[config.mk]
export PLATFORM = sky130hd
export DESIGN_NAME = matvec_engine
export DESIGN_NICKNAME = d
export VERILOG_FILES = /design/src/rtl/matvec_pkg.sv /design/src/rtl/matvec_fifo.sv /design/src/rtl/matvec_mac_cell.sv /design/src/rtl/matvec_engine.sv
export SDC_FILE = /design/constraint.sdc
export NUM_CORES = 2
export LEC_CHECK = 0
export CORE_UTILIZATION = 35
export DETAILED_ROUTE_END_ITERATION = 10
export HOLD_SLACK_MARGIN = 0.15
export SLEW_MARGIN = 25
export SYNTH_ARGS = -nofsm -noshare
export SYNTH_HDL_FRONTEND = slang
export SYNTH_SLANG_ARGS = --single-unit
[constraint.sdc]
create_clock -name clk -period 8.25 [get_ports clk]
set_input_delay 1.65 -clock clk [delete_from_list [all_inputs] [get_ports clk]]
set_output_delay 1.65 -clock clk [all_outputs]
set_load 0.02 [all_outputs]
[src/rtl/matvec_pkg.sv]
// Shared types and sizing helpers for the matrix-vector engine.
//   matvec_state_t : control FSM states
//   clog2_min1()   : $clog2 that never returns 0, for index/pointer widths
//   acc_width()    : result width that can hold COLS full-scale products
package matvec_pkg;

    typedef enum logic [1:0] {
        ST_IDLE    = 2'd0,
        ST_COMPUTE = 2'd1,
        ST_DRAIN   = 2'd2,
        ST_DONE    = 2'd3
    } matvec_state_t;

    function automatic int clog2_min1(input int n);
        return (n < 2) ? 1 : $clog2(n);
    endfunction

    function automatic int acc_width(input int dw, input int cols);
        return 2 * dw + $clog2(cols);
    endfunction

endpackage

[src/rtl/matvec_fifo.sv]
// Synchronous show-ahead FIFO used for every A row buffer and the B buffer.
//   clk       : clock
//   i_clr     : synchronous flush (empties the FIFO)
//   i_wr_en   : push i_wr_data (ignored when full)
//   i_rd_en   : pop the head (ignored when empty)
//   o_rd_data : current head, valid one cycle after it was written
//   o_full    : FIFO holds DEPTH entries
module matvec_fifo
    import matvec_pkg::*;
#(
    parameter int DEPTH = 8,
    parameter int WIDTH = 8
) (
    input  logic             clk,
    input  logic             i_clr,
    input  logic             i_wr_en,
    input  logic [WIDTH-1:0] i_wr_data,
    input  logic             i_rd_en,
    output logic [WIDTH-1:0] o_rd_data,
    output logic             o_full
);

    localparam int PTR_W = clog2_min1(DEPTH);
    localparam int CNT_W = $clog2(DEPTH + 1);

    logic [WIDTH-1:0] r_mem [DEPTH];
    logic [PTR_W-1:0] r_wr_ptr;
    logic [PTR_W-1:0] r_rd_ptr;
    logic [CNT_W-1:0] r_count;
    logic             w_do_wr;
    logic             w_do_rd;

    assign o_full    = (r_count == CNT_W'(DEPTH));
    assign w_do_wr   = i_wr_en && !o_full && !i_clr;
    assign w_do_rd   = i_rd_en && (r_count != '0) && !i_clr;
    assign o_rd_data = r_mem[r_rd_ptr];

    // Pointers wrap explicitly so DEPTH need not be a power of two.
    function automatic logic [PTR_W-1:0] ptr_inc(input logic [PTR_W-1:0] p);
        return (p == PTR_W'(DEPTH - 1)) ? '0 : p + 1'b1;
    endfunction

    always_ff @(posedge clk) begin
        if (w_do_wr) begin
            r_mem[r_wr_ptr] <= i_wr_data;
        end
    end

    always_ff @(posedge clk) begin
        if (i_clr) begin
            r_wr_ptr <= '0;
            r_rd_ptr <= '0;
            r_count  <= '0;
        end else begin
            if (w_do_wr) begin
                r_wr_ptr <= ptr_inc(r_wr_ptr);
            end
            if (w_do_rd) begin
                r_rd_ptr <= ptr_inc(r_rd_ptr);
            end
            if (w_do_wr && !w_do_rd) begin
                r_count <= r_count + 1'b1;
            end else if (w_do_rd && !w_do_wr) begin
                r_count <= r_count - 1'b1;
            end
        end
    end

endmodule

[src/rtl/matvec_mac_cell.sv]
// One systolic MAC cell: acc += a*b while enabled, and forwards its enable
// and B operand one cycle later to the next cell in the chain.
//   clk    : clock
//   i_clr  : synchronous clear of accumulator and forwarding registers
//   i_en   : cell is consuming an operand pair this cycle
//   i_a    : A operand (head of this row's buffer)
//   i_b    : B operand (from previous cell or the B buffer)
//   o_en   : registered i_en for the next cell
//   o_b    : registered i_b for the next cell
//   o_acc  : accumulator
module matvec_mac_cell #(
    parameter int DATA_WIDTH = 8,
    parameter int ACC_WIDTH  = 19
) (
    input  logic                  clk,
    input  logic                  i_clr,
    input  logic                  i_en,
    input  logic [DATA_WIDTH-1:0] i_a,
    input  logic [DATA_WIDTH-1:0] i_b,
    output logic                  o_en,
    output logic [DATA_WIDTH-1:0] o_b,
    output logic [ACC_WIDTH-1:0]  o_acc
);

    logic                    r_en;
    logic [DATA_WIDTH-1:0]   r_b;
    logic [ACC_WIDTH-1:0]    r_acc;
    logic [2*DATA_WIDTH-1:0] w_prod;

    assign w_prod = {{DATA_WIDTH{1'b0}}, i_a} * {{DATA_WIDTH{1'b0}}, i_b};
    assign o_en   = r_en;
    assign o_b    = r_b;
    assign o_acc  = r_acc;

    always_ff @(posedge clk) begin
        if (i_clr) begin
            r_en  <= 1'b0;
            r_b   <= '0;
            r_acc <= '0;
        end else begin
            r_en <= i_en;
            r_b  <= i_b;
            if (i_en) begin
                r_acc <= r_acc + ACC_WIDTH'(w_prod);
            end
        end
    end

endmodule

[src/rtl/matvec_engine.sv]
// Matrix-vector multiply C = A*B over a skewed chain of ROWS MAC cells.
//   clk, rst            : clock, synchronous active-high reset
//   a_wr_en/row/data    : host write of one A element into a row buffer
//   b_wr_en/b_wr_data   : host write of one B element
//   start               : begin a computation (needs every buffer full)
//   clr                 : flush buffers and zero results (IDLE/DONE only)
//   busy                : COMPUTE or DRAIN in progress
//   done                : one-cycle pulse, c_data final
//   start_err           : one-cycle pulse for a start rejected on fill level
//   wr_ovf              : sticky, a write was dropped
//   c_data              : row i result at [i*ACC_WIDTH +: ACC_WIDTH]
//
// Host contract: writes and start/clr are single-cycle strobes with no
// back-pressure. A write lands only if the engine is not busy and its buffer
// is not full; otherwise it is dropped and wr_ovf latches. start is judged on
// the fill level before any same-cycle write, and clr beats start.
module matvec_engine
    import matvec_pkg::*;
#(
    parameter int ROWS       = 8,
    parameter int COLS       = 8,
    parameter int DATA_WIDTH = 8,
    parameter int ACC_WIDTH  = acc_width(DATA_WIDTH, COLS)
) (
    input  logic                          clk,
    input  logic                          rst,
    input  logic                          a_wr_en,
    input  logic [clog2_min1(ROWS)-1:0]   a_wr_row,
    input  logic [DATA_WIDTH-1:0]         a_wr_data,
    input  logic                          b_wr_en,
    input  logic [DATA_WIDTH-1:0]         b_wr_data,
    input  logic                          start,
    input  logic                          clr,
    output logic                          busy,
    output logic                          done,
    output logic                          start_err,
    output logic                          wr_ovf,
    output logic [ROWS*ACC_WIDTH-1:0]     c_data
);

    localparam int ROW_W = clog2_min1(ROWS);
    localparam int CNT_W = clog2_min1((ROWS > COLS) ? ROWS : COLS);

    matvec_state_t    r_state;
    logic [CNT_W-1:0] r_cnt;
    logic             r_busy;
    logic             r_done;
    logic             r_start_err;
    logic             r_wr_ovf;

    logic [ROWS-1:0]       w_a_full;
    logic [ROWS-1:0]       w_a_push;
    logic                  w_a_row_full;
    logic                  w_b_full;
    logic                  w_b_push;
    logic [DATA_WIDTH-1:0] w_b_head;
    logic                  w_all_full;
    logic                  w_idle_like;
    logic                  w_clr_ok;
    logic                  w_start_ok;
    logic                  w_flush;
    logic                  w_acc_clr;
    logic                  w_a_ovf;
    logic                  w_b_ovf;

    // Chain taps: index i feeds cell i, index i+1 is cell i's forwarded copy.
    logic                  w_en   [ROWS+1];
    logic [DATA_WIDTH-1:0] w_b    [ROWS+1];
    logic [DATA_WIDTH-1:0] w_a_head [ROWS];
    logic [ACC_WIDTH-1:0]  w_acc  [ROWS];

    assign w_idle_like = (r_state == ST_IDLE) || (r_state == ST_DONE);
    assign w_all_full  = (&w_a_full) && w_b_full;
    assign w_clr_ok    = clr && w_idle_like;
    assign w_start_ok  = start && !clr && w_idle_like && w_all_full;
    assign w_flush     = rst || w_clr_ok;
    assign w_acc_clr   = rst || w_clr_ok || w_start_ok;

    always_comb begin
        w_a_row_full = 1'b0;
        for (int r = 0; r < ROWS; r++) begin
            if (a_wr_row == ROW_W'(r)) begin
                w_a_row_full = w_a_full[r];
            end
        end
    end

    assign w_a_ovf  = a_wr_en && (r_busy || w_a_row_full);
    assign w_b_ovf  = b_wr_en && (r_busy || w_b_full);
    assign w_b_push = b_wr_en && !r_busy && !w_b_full;

    // Cell 0 is fed straight from the FSM and the B head; B pops with it.
    assign w_en[0] = (r_state == ST_COMPUTE);
    assign w_b[0]  = w_b_head;

    matvec_fifo #(.DEPTH(COLS), .WIDTH(DATA_WIDTH)) u_b_fifo (
        .clk       (clk),
        .i_clr     (w_flush),
        .i_wr_en   (w_b_push),
        .i_wr_data (b_wr_data),
        .i_rd_en   (w_en[0]),
        .o_rd_data (w_b_head),
        .o_full    (w_b_full)
    );

    for (genvar g = 0; g < ROWS; g++) begin : g_row
        assign w_a_push[g] = a_wr_en && !r_busy && (a_wr_row == ROW_W'(g)) && !w_a_full[g];

        // The row buffer pops exactly when its cell consumes an operand pair.
        matvec_fifo #(.DEPTH(COLS), .WIDTH(DATA_WIDTH)) u_a_fifo (
            .clk       (clk),
            .i_clr     (w_flush),
            .i_wr_en   (w_a_push[g]),
            .i_wr_data (a_wr_data),
            .i_rd_en   (w_en[g]),
            .o_rd_data (w_a_head[g]),
            .o_full    (w_a_full[g])
        );

        matvec_mac_cell #(.DATA_WIDTH(DATA_WIDTH), .ACC_WIDTH(ACC_WIDTH)) u_cell (
            .clk   (clk),
            .i_clr (w_acc_clr),
            .i_en  (w_en[g]),
            .i_a   (w_a_head[g]),
            .i_b   (w_b[g]),
            .o_en  (w_en[g+1]),
            .o_b   (w_b[g+1]),
            .o_acc (w_acc[g])
        );

        assign c_data[g*ACC_WIDTH +: ACC_WIDTH] = w_acc[g];
    end

    // COMPUTE runs COLS cycles feeding cell 0; DRAIN runs ROWS cycles so the
    // last cell, ROWS-1 cycles behind, finishes before done is raised.
    always_ff @(posedge clk) begin
        if (rst) begin
            r_state     <= ST_IDLE;
            r_cnt       <= '0;
            r_busy      <= 1'b0;
            r_done      <= 1'b0;
            r_start_err <= 1'b0;
            r_wr_ovf    <= 1'b0;
        end else begin
            r_done      <= 1'b0;
            r_start_err <= 1'b0;
            if (w_a_ovf || w_b_ovf) begin
                r_wr_ovf <= 1'b1;
            end
            case (r_state)
                ST_IDLE, ST_DONE: begin
                    if (clr) begin
                        r_state <= ST_IDLE;
                    end else if (start) begin
                        if (w_all_full) begin
                            r_state <= ST_COMPUTE;
                            r_cnt   <= '0;
                            r_busy  <= 1'b1;
                        end else begin
                            r_start_err <= 1'b1;
                        end
                    end
                end
                ST_COMPUTE: begin
                    if (r_cnt == CNT_W'(COLS - 1)) begin
                        r_state <= ST_DRAIN;
                        r_cnt   <= '0;
                    end else begin
                        r_cnt <= r_cnt + 1'b1;
                    end
                end
                ST_DRAIN: begin
                    if (r_cnt == CNT_W'(ROWS - 1)) begin
                        r_state <= ST_DONE;
                        r_cnt   <= '0;
                        r_busy  <= 1'b0;
                        r_done  <= 1'b1;
                    end else begin
                        r_cnt <= r_cnt + 1'b1;
                    end
                end
                default: r_state <= ST_IDLE;
            endcase
        end
    end

    assign busy      = r_busy;
    assign done      = r_done;
    assign start_err = r_start_err;
    assign wr_ovf    = r_wr_ovf;

endmodule

* Yosys cells after proc, flatten, opt, wreduce, memory -nomap -nowiden
Memory sizes are Yosys's and may differ from the RTL's. A register that Yosys moved wholly into a read port is not among the register bits.
Index checks and enable logic that the tools add are counted.
** Storage, ports and cells
- Flip-flop bits (word level) :: 314
- Bits in latches :: 0
- RAM bits :: 576
- Memory bits (read-only) :: 0
- Input bits :: 25
- Output and inout bits :: 156
- Logic and storage cells :: 408
- Memories :: 9
** Memories
- g_row[0].u_a_fifo.r_mem :: words 8, width 8, read ports 1, clocked after Yosys merged registers in 1, write ports 1, line matvec_fifo.sv:26 : logic [WIDTH-1:0] r_mem [DEPTH];
- g_row[1].u_a_fifo.r_mem :: words 8, width 8, read ports 1, clocked after Yosys merged registers in 1, write ports 1, line matvec_fifo.sv:26
- g_row[2].u_a_fifo.r_mem :: words 8, width 8, read ports 1, clocked after Yosys merged registers in 1, write ports 1, line matvec_fifo.sv:26
- g_row[3].u_a_fifo.r_mem :: words 8, width 8, read ports 1, clocked after Yosys merged registers in 1, write ports 1, line matvec_fifo.sv:26
- g_row[4].u_a_fifo.r_mem :: words 8, width 8, read ports 1, clocked after Yosys merged registers in 1, write ports 1, line matvec_fifo.sv:26
- g_row[5].u_a_fifo.r_mem :: words 8, width 8, read ports 1, clocked after Yosys merged registers in 1, write ports 1, line matvec_fifo.sv:26
- +3 memories
** Operators by class
- Add/sub/neg operators :: 45
- $mul :: 8
- Div/mod/pow operators :: 0
- Magnitude comparators :: 0
- Eq/ne operators :: 45
- Shift-type cells :: 0
- Multiplexer cells :: 98
- Bitwise operators :: 3
- Reduce and logical (&&, ||, !) cells :: 145
** Operators by type and width (number)
- adder 19 x 16 -> 19 bit :: 8
- multiplier 8 x 8 -> 16 bit :: 8
- 2-to-1 mux 3 bit :: 40
- logical AND 1 bit :: 80
- 2-to-1 mux 4 bit :: 18
- == test 3 bit, second input constant :: 23
- adder 3 x 1 -> 3 bit, second input constant :: 19
- adder 4 x 1 -> 4 bit, second input constant :: 9
- == test 4 bit, second input constant :: 9
- nonzero test 4 bit :: 9
- subtractor 4 x 1 -> 4 bit, second input constant :: 9
- 2-to-1 mux 1 bit :: 32
- logical NOT 1 bit :: 30
- nonzero test 2 bit :: 10
- 2-to-1 mux 2 bit :: 5
- inequality test 2 bit, second input constant :: 5
- AND reduction 8 bit :: 1
- == test 3 x 2 -> 1 bit, second input constant :: 2
- logical OR 1 bit :: 6
- inequality test 3 bit, second input constant :: 2
- case mux 2 bit (3 select lines) :: 1
- case mux 3 bit (2 select lines) :: 1
- OR reduction 2 bit :: 3
- AND reduction 5 bit :: 1
- 10 further kinds :: 13

* Longest topological paths before layout
- Word-level depth :: 12
- Mapped depth :: 23
- Gate-level depth less buffers :: 21

* Cells and area by module
A second synthesis with hierarchy kept.
** Unflattened totals
- Cell total of the unflattened synthesis :: 4979
- Area, all modules :: 58538.6 sq um
** By module, submodules not included
- matvec_fifo :: times used 9, cells an instance 169, area each 3156.8 sq um
- matvec_mac_cell (g_row[1].u_cell ...) :: times used 4, cells an instance 425, area each 3732.3 sq um
- matvec_mac_cell (g_row[5].u_cell ...) :: times used 2, cells an instance 411, area each 3612.2 sq um
- matvec_mac_cell (g_row[7].u_cell) :: times used 1, cells an instance 438, area each 3724.8 sq um
- matvec_mac_cell (g_row[0].u_cell) :: times used 1, cells an instance 412, area each 3590.9 sq um
- matvec_engine :: times used 1, cells an instance 86, area each 658.1 sq um

* Least setup slack after synthesis
No wires, ideal clock.
- Path type :: reg-to-reg
- Start point :: register (tool-made name)
- End point :: register g_row[5].u_cell.r_acc[17]
- Setup time :: 0.117 ns
- Arrival time :: 5.779 ns
- Data required time :: 8.133 ns
- Path slack :: 2.353 ns
- Stages on the path, launching flop included :: 22
- Buffers on the path :: 2
- Clock period less this slack :: 5.897 ns
- Path through :: dfxtp_1 clkbuf_1 buf_2 mux4_2 mux2_2 and2_1 fa_1 inv_1 fa_1 inv_1 fa_1 inv_1 fa_1 inv_1 ha_1 o21a_1 o31ai_1 a31oi_1 a2111oi_1 o31ai_1 mux2i_1 nand2_1
** RTL lines
- end signal: assignment :: line matvec_mac_cell.sv:44 : r_acc <= r_acc + ACC_WIDTH'(w_prod);
- end: declaration :: line matvec_mac_cell.sv:27 : logic [ACC_WIDTH-1:0] r_acc;

==> reports/summary.log <==
qor: status.outcome finished clean
qor: logic_synthesis.ys.flop_type sky130_fd_sc_hd__edfxtp_1
qor: routing.count_of_unresolved_drc_violations_after_routing 0
qor: cells_and_area.final_net_count 5861
qor: die.die_height 403 µm
qor: routing.avgRoutedWirePerCell 17.4 µm
qor: routing.firstDrtPassIters 5
qor: logic_synthesis.synth_edf_count 576
qor: cells_and_area.register_area 0.0241 mm²
qor: logic_synthesis.synth.yosys.seq_area_share 42.9%
qor: cells_and_area.postLayoutCoreUtil 40.4%
qor: logic_synthesis.synth.avg_cell_area 11.7 µm²
qor: worst_setup_path.number_of_buffers_and_inverters_on_the_critical_path 4
qor: worst_setup_path.critical_path.max_stage_delay 950 ps
qor: die.die_x 403 µm
qor: timing.unrepaired_setup_endpoints_after_global_routing no
qor: logic_synthesis.synth_async_sr_flop_share 0%
qor: clock_tree.cts_hold_buf 0
qor: die.floorplan.core_area 0.159 mm²
qor: worst_setup_path.regToRegEndpoint g_row[4].u_cell.o_acc[17]$_SDFFE_PP0P_
qor: pwr.power.combinational.fraction 16.7%
qor: worst_setup_path.start_kind flop
qor: global_route.first_global_vias 36.6k
qor: global_route.antenna_found_initial 12
qor: timing.report.final.hold_viol_count 0
qor: logic_synthesis.synth.yosys.warnings 0
qor: clock_tree.clock_sink_count 917
qor: timing.max_slew_margin 30.5%
qor: clock_tree.cts_made_buffers 100
qor: pwr.switching_share 27.7%
qor: timing.finalSetupViolations 0
qor: worst_hold_path.worstHoldStart g_row[3].u_cell.o_acc[18]$_SDFFE_PP0P_
qor: routing.detail_route.wirelength 125000 µm
qor: pwr.clock_power_share 40.7%
qor: worst_hold_path.min_delay_worst_endpoint g_row[3].u_cell.o_acc[18]$_SDFFE_PP0P_
qor: worst_setup_path.path_depth 19
qor: pwr.p_sw 3.27 mW
qor: pwr.power_frac_seq 42.6%
qor: routing.via_count 34.7k
qor: placed_design.preCtsSetupSlack 1730 ps
qor: global_route.grt_start_max_net_pins 85
qor: clock_tree.h-tree-depth 3
qor: worst_setup_path.criticalPathCategory flop to flop
qor: clock_tree.clockRootBuffer sky130_fd_sc_hd__clkbuf_16
qor: timing.timing_worst_slew_pin_value 1010 ps
qor: cells_and_area.area_growth 14.1%
qor: timing.fin_setup_tns 0 ps
qor: cells_and_area.layoutNonFillerInstCount 7195
qor: timing.final-max-slew-violation-count 0
qor: worst_setup_path.timing.critical_path.cells buf_4 > mux4_2 > mux2i_1 > nand2b_1 > fa_1 > fa_1 > inv_1 > fa_1 > inv_1 > fa_1 > inv_1 > ha_1 > o21ai_0 > a211oi_1 > o31ai_1 > a21oi_1 > nor3b_1 > o21ai_0 > a21oi_1
qor: worst_setup_path.critical-path-slowest-cell sky130_fd_sc_hd__dfxtp_1
qor: worst_setup_path.timing.critical_path.to_type flop
qor: global_route.global_route.usage.total 15.6%
qor: worst_setup_path.cp.required 8890 ps
qor: logic_synthesis.synth_area_leaders sky130_fd_sc_hd__edfxtp_1 (31%), sky130_fd_sc_hd__fa_1 (15%), sky130_fd_sc_hd__dfxtp_1 (12%)
qor: clock_tree.tritoncts_clock_tree done
qor: logic_synthesis.synth.distinct_cells 78
qor: die.floorplan.initialDensity 35.4%
qor: worst_hold_path.hold_class flop to flop
qor: placed_design.number_of_cells_after_detailed_placement 7002
qor: logic_synthesis.syn_nets 5638
qor: timing.fin_ws 1880 ps
qor: job.maxCapViolations 0
qor: die.row_count 146
qor: logic_synthesis.netlist.top_cell.by_area sky130_fd_sc_hd__edfxtp_1
qor: clock_tree.path_clk_slew 60 ps
qor: worst_setup_path.critPathTopFamily adder cells
qor: clock_tree.postCtsSetupBuffers 0
qor: die.ioPinCount 181
qor: worst_hold_path.number_of_cells_on_the_worst_hold_path 2
qor: placed_design.place.gp.congestion 0.828
qor: logic_synthesis.synthCells 4809
qor: placed_design.dp_hpwl 90800 µm
qor: logic_synthesis.synth.cell_area 0.0563 mm²
qor: global_route.grt_pass1_wl 201000 µm
qor: worst_setup_path.ff2ff_setup_slack 1880 ps
qor: worst_setup_path.worst_path_fanout_max 14
qor: timing.period_minus_slack 6370 ps
qor: logic_synthesis.ys_seq_elements 917
qor: clock_tree.max_buffers_root_to_sink 3
qor: pwr.p_int 8.53 mW
qor: cells_and_area.multiInputGateArea 0.0286 mm²
qor: timing.clock-skew-final 66.3 ps
qor: worst_setup_path.r2r_cells 19
qor: cells_and_area.fill_cells 15.0k
qor: timing.fin_worst_hold_slack 468 ps
qor: clock_tree.cts.repair.resized 0
qor: cells_and_area.layout.cell_area.non_filler 0.0642 mm²
qor: routing.detailedRoute.firstIterationViolations 1717
qor: global_route.grt_remaining_overflow 0
qor: timing.fin_crit_sh 77.2%
qor: pwr.static-leakage-power 25.9 nW
qor: clock_tree.clkLatencyLatePin 740 ps
qor: die.design.die.area 0.162 mm²
qor: routing.postRouteAntennaNets 0
qor: placed_design.dpl-instance-area 0.0606 mm²
qor: pwr.worst_ir_drop_vdd 0.000160 V
qor: routing.viasPerCell 4.83
qor: logic_synthesis.synth_top_area_share 30.7%
qor: cells_and_area.drive_gt1_share 8.95%
qor: pwr.power 11.8 mW
qor: pwr.pwr_density_cell 184 mW/mm²
qor: timing.fmax 157 MHz
qor: placed_design.count_of_buffers_from_port_buffering 180
qor: worst_setup_path.worst_path_most_repeated_cell sky130_fd_sc_hd__fa_1
qor: worst_setup_path.arrival 7010 ps
## cell families (layout without fill, tap and decap cells)
| logic type | after synthesis | after routing | share of synthesized area [%] |
|---|---|---|---|
| AO/OA/AOI/OAI | 492 | 492 | 5.43 |
| AND/OR/NAND/NOR | 1259 | 1259 | 11.6 |
| flip-flops | 917 | 917 | 42.9 |
| multiplexers | 325 | 325 | 9.08 |
| XOR/XNOR | 86 | 86 | 1.34 |
| buffers and inverters | 926 | 1236 | 6.37 |
| adder cells (fa/ha/maj) | 804 | 804 | 23.3 |
| other | 0 | 4 | 0 |
## power by group through the flow
stage,clock (mW),combinational [mW],sequential [mW]
floorplan,0,1.45,5.12
global placement,0,1.95,5.12
detailed placement,0,1.99,5.12
CTS,4.94,2.00,5.03
global route,5.11,2.25,5.03
finish,4.80,1.97,5.02
## sequential cells by signal (all words and copies together), names as in the netlist, named ones only
name	count
r_state	2
r_cnt	3
u_b_fifo.r_wr_ptr	3
g_row.u_a_fifo.r_rd_ptr	24
g_row.u_a_fifo.r_wr_ptr	24
u_b_fifo.r_count	4
g_row.u_a_fifo.r_count	32
g_row.u_a_fifo.r_mem	512
u_b_fifo.r_rd_ptr	3
busy	1
g_row.u_cell.o_acc	152
done	1
start_err	1
u_b_fifo.r_mem	64
g_row.u_cell.o_b	56
g_row.u_cell.o_en	7
wr_ovf	1
## synth_stat cells (all sizes together), types with 73 or more instances
library cell and instances:
a21oi 166, and2 158, clkbuf 73, dfxtp 341
edfxtp 576, fa 409, ha 395, inv 800
mux2i 148, mux4 145, nand2 205, nand2b 134
nor2 323, nor2b 181, nor3 82, o21ai 105
## worst max path at each step
| stage | start | slack (ps) | endpoint |
|---|---|---|---|
| 2_1_floorplan | flop | 2350 | g_row[5].u_cell.o_acc[17]$_SDFFE_PP0P_ |
| 3_3_place_gp | flop | 1750 | g_row[0].u_cell.o_acc[15]$_SDFFE_PP0P_ |
| 3_5_place_dp | flop | 1730 | g_row[0].u_cell.o_acc[17]$_SDFFE_PP0P_ |
| 4_1_cts | flop | 1740 | g_row[0].u_cell.o_acc[17]$_SDFFE_PP0P_ |
| 5_1_grt | flop | 1510 | g_row[4].u_cell.o_acc[17]$_SDFFE_PP0P_ |
| 6_report | flop | 1880 | g_row[4].u_cell.o_acc[17]$_SDFFE_PP0P_ |
## layout make-up
class	count	area share, %
antenna	4	0.0156
clock buffer	128	4.20
clock inverter	61	1.33
inverter	802	4.69
multi-input combinational	2966	44.6
sequential	917	37.6
tap	2072	4.04
timing repair buffer	245	3.53
## per-layer routing
layer	routed length (µm)	global-route usage (%)
met5	108	0
met3	4900	2.50
met2	60900	26.7
met4	2730	4.38
met1	56400	20.4
## placed cells by master (no fill, tap or decap), types with 11 or more instances in the layout
cell,count
sky130_fd_sc_hd__inv_1,796
sky130_fd_sc_hd__edfxtp_1,576
sky130_fd_sc_hd__fa_1,409
sky130_fd_sc_hd__ha_1,395
sky130_fd_sc_hd__dfxtp_1,335
sky130_fd_sc_hd__nor2_1,323
sky130_fd_sc_hd__nand2_1,204
sky130_fd_sc_hd__nor2b_1,181
sky130_fd_sc_hd__clkdlybuf4s50_1,172
sky130_fd_sc_hd__a21oi_1,164
sky130_fd_sc_hd__and2_1,158
sky130_fd_sc_hd__mux2i_1,148
sky130_fd_sc_hd__mux4_2,145
sky130_fd_sc_hd__nand2b_1,134
sky130_fd_sc_hd__o21ai_0,105
sky130_fd_sc_hd__clkbuf_16,101
sky130_fd_sc_hd__nor3_1,78
sky130_fd_sc_hd__buf_4,65
sky130_fd_sc_hd__xnor2_1,63
sky130_fd_sc_hd__nand3_1,47
sky130_fd_sc_hd__a211oi_1,45
sky130_fd_sc_hd__a21o_1,36
sky130_fd_sc_hd__mux2_2,32
sky130_fd_sc_hd__a31oi_1,28
sky130_fd_sc_hd__or3_1,24
sky130_fd_sc_hd__xor2_1,23
sky130_fd_sc_hd__nor3b_1,20
sky130_fd_sc_hd__clkbuf_1,20
sky130_fd_sc_hd__o31ai_1,17
sky130_fd_sc_hd__and3_1,14
sky130_fd_sc_hd__o21bai_1,14
sky130_fd_sc_hd__bufinv_16,14
sky130_fd_sc_hd__or2_2,13
sky130_fd_sc_hd__o21a_1,13
sky130_fd_sc_hd__nor4_1,11
sky130_fd_sc_hd__o211ai_1,11
## worst reg2reg max path: stages (launching register included)
cell and delay, ps:
sky130_fd_sc_hd__dfxtp_1 950, sky130_fd_sc_hd__buf_4 290, sky130_fd_sc_hd__mux4_2 500, sky130_fd_sc_hd__mux2i_1 630, sky130_fd_sc_hd__nand2b_1 220, sky130_fd_sc_hd__fa_1 440, sky130_fd_sc_hd__fa_1 490, sky130_fd_sc_hd__inv_1 50
sky130_fd_sc_hd__fa_1 470, sky130_fd_sc_hd__inv_1 50, sky130_fd_sc_hd__fa_1 500, sky130_fd_sc_hd__inv_1 50, sky130_fd_sc_hd__ha_1 330, sky130_fd_sc_hd__o21ai_0 120, sky130_fd_sc_hd__a211oi_1 270, sky130_fd_sc_hd__o31ai_1 140
sky130_fd_sc_hd__a21oi_1 310, sky130_fd_sc_hd__nor3b_1 230, sky130_fd_sc_hd__o21ai_0 100, sky130_fd_sc_hd__a21oi_1 160
Note: power is estimated with default switching activity, not from simulation.
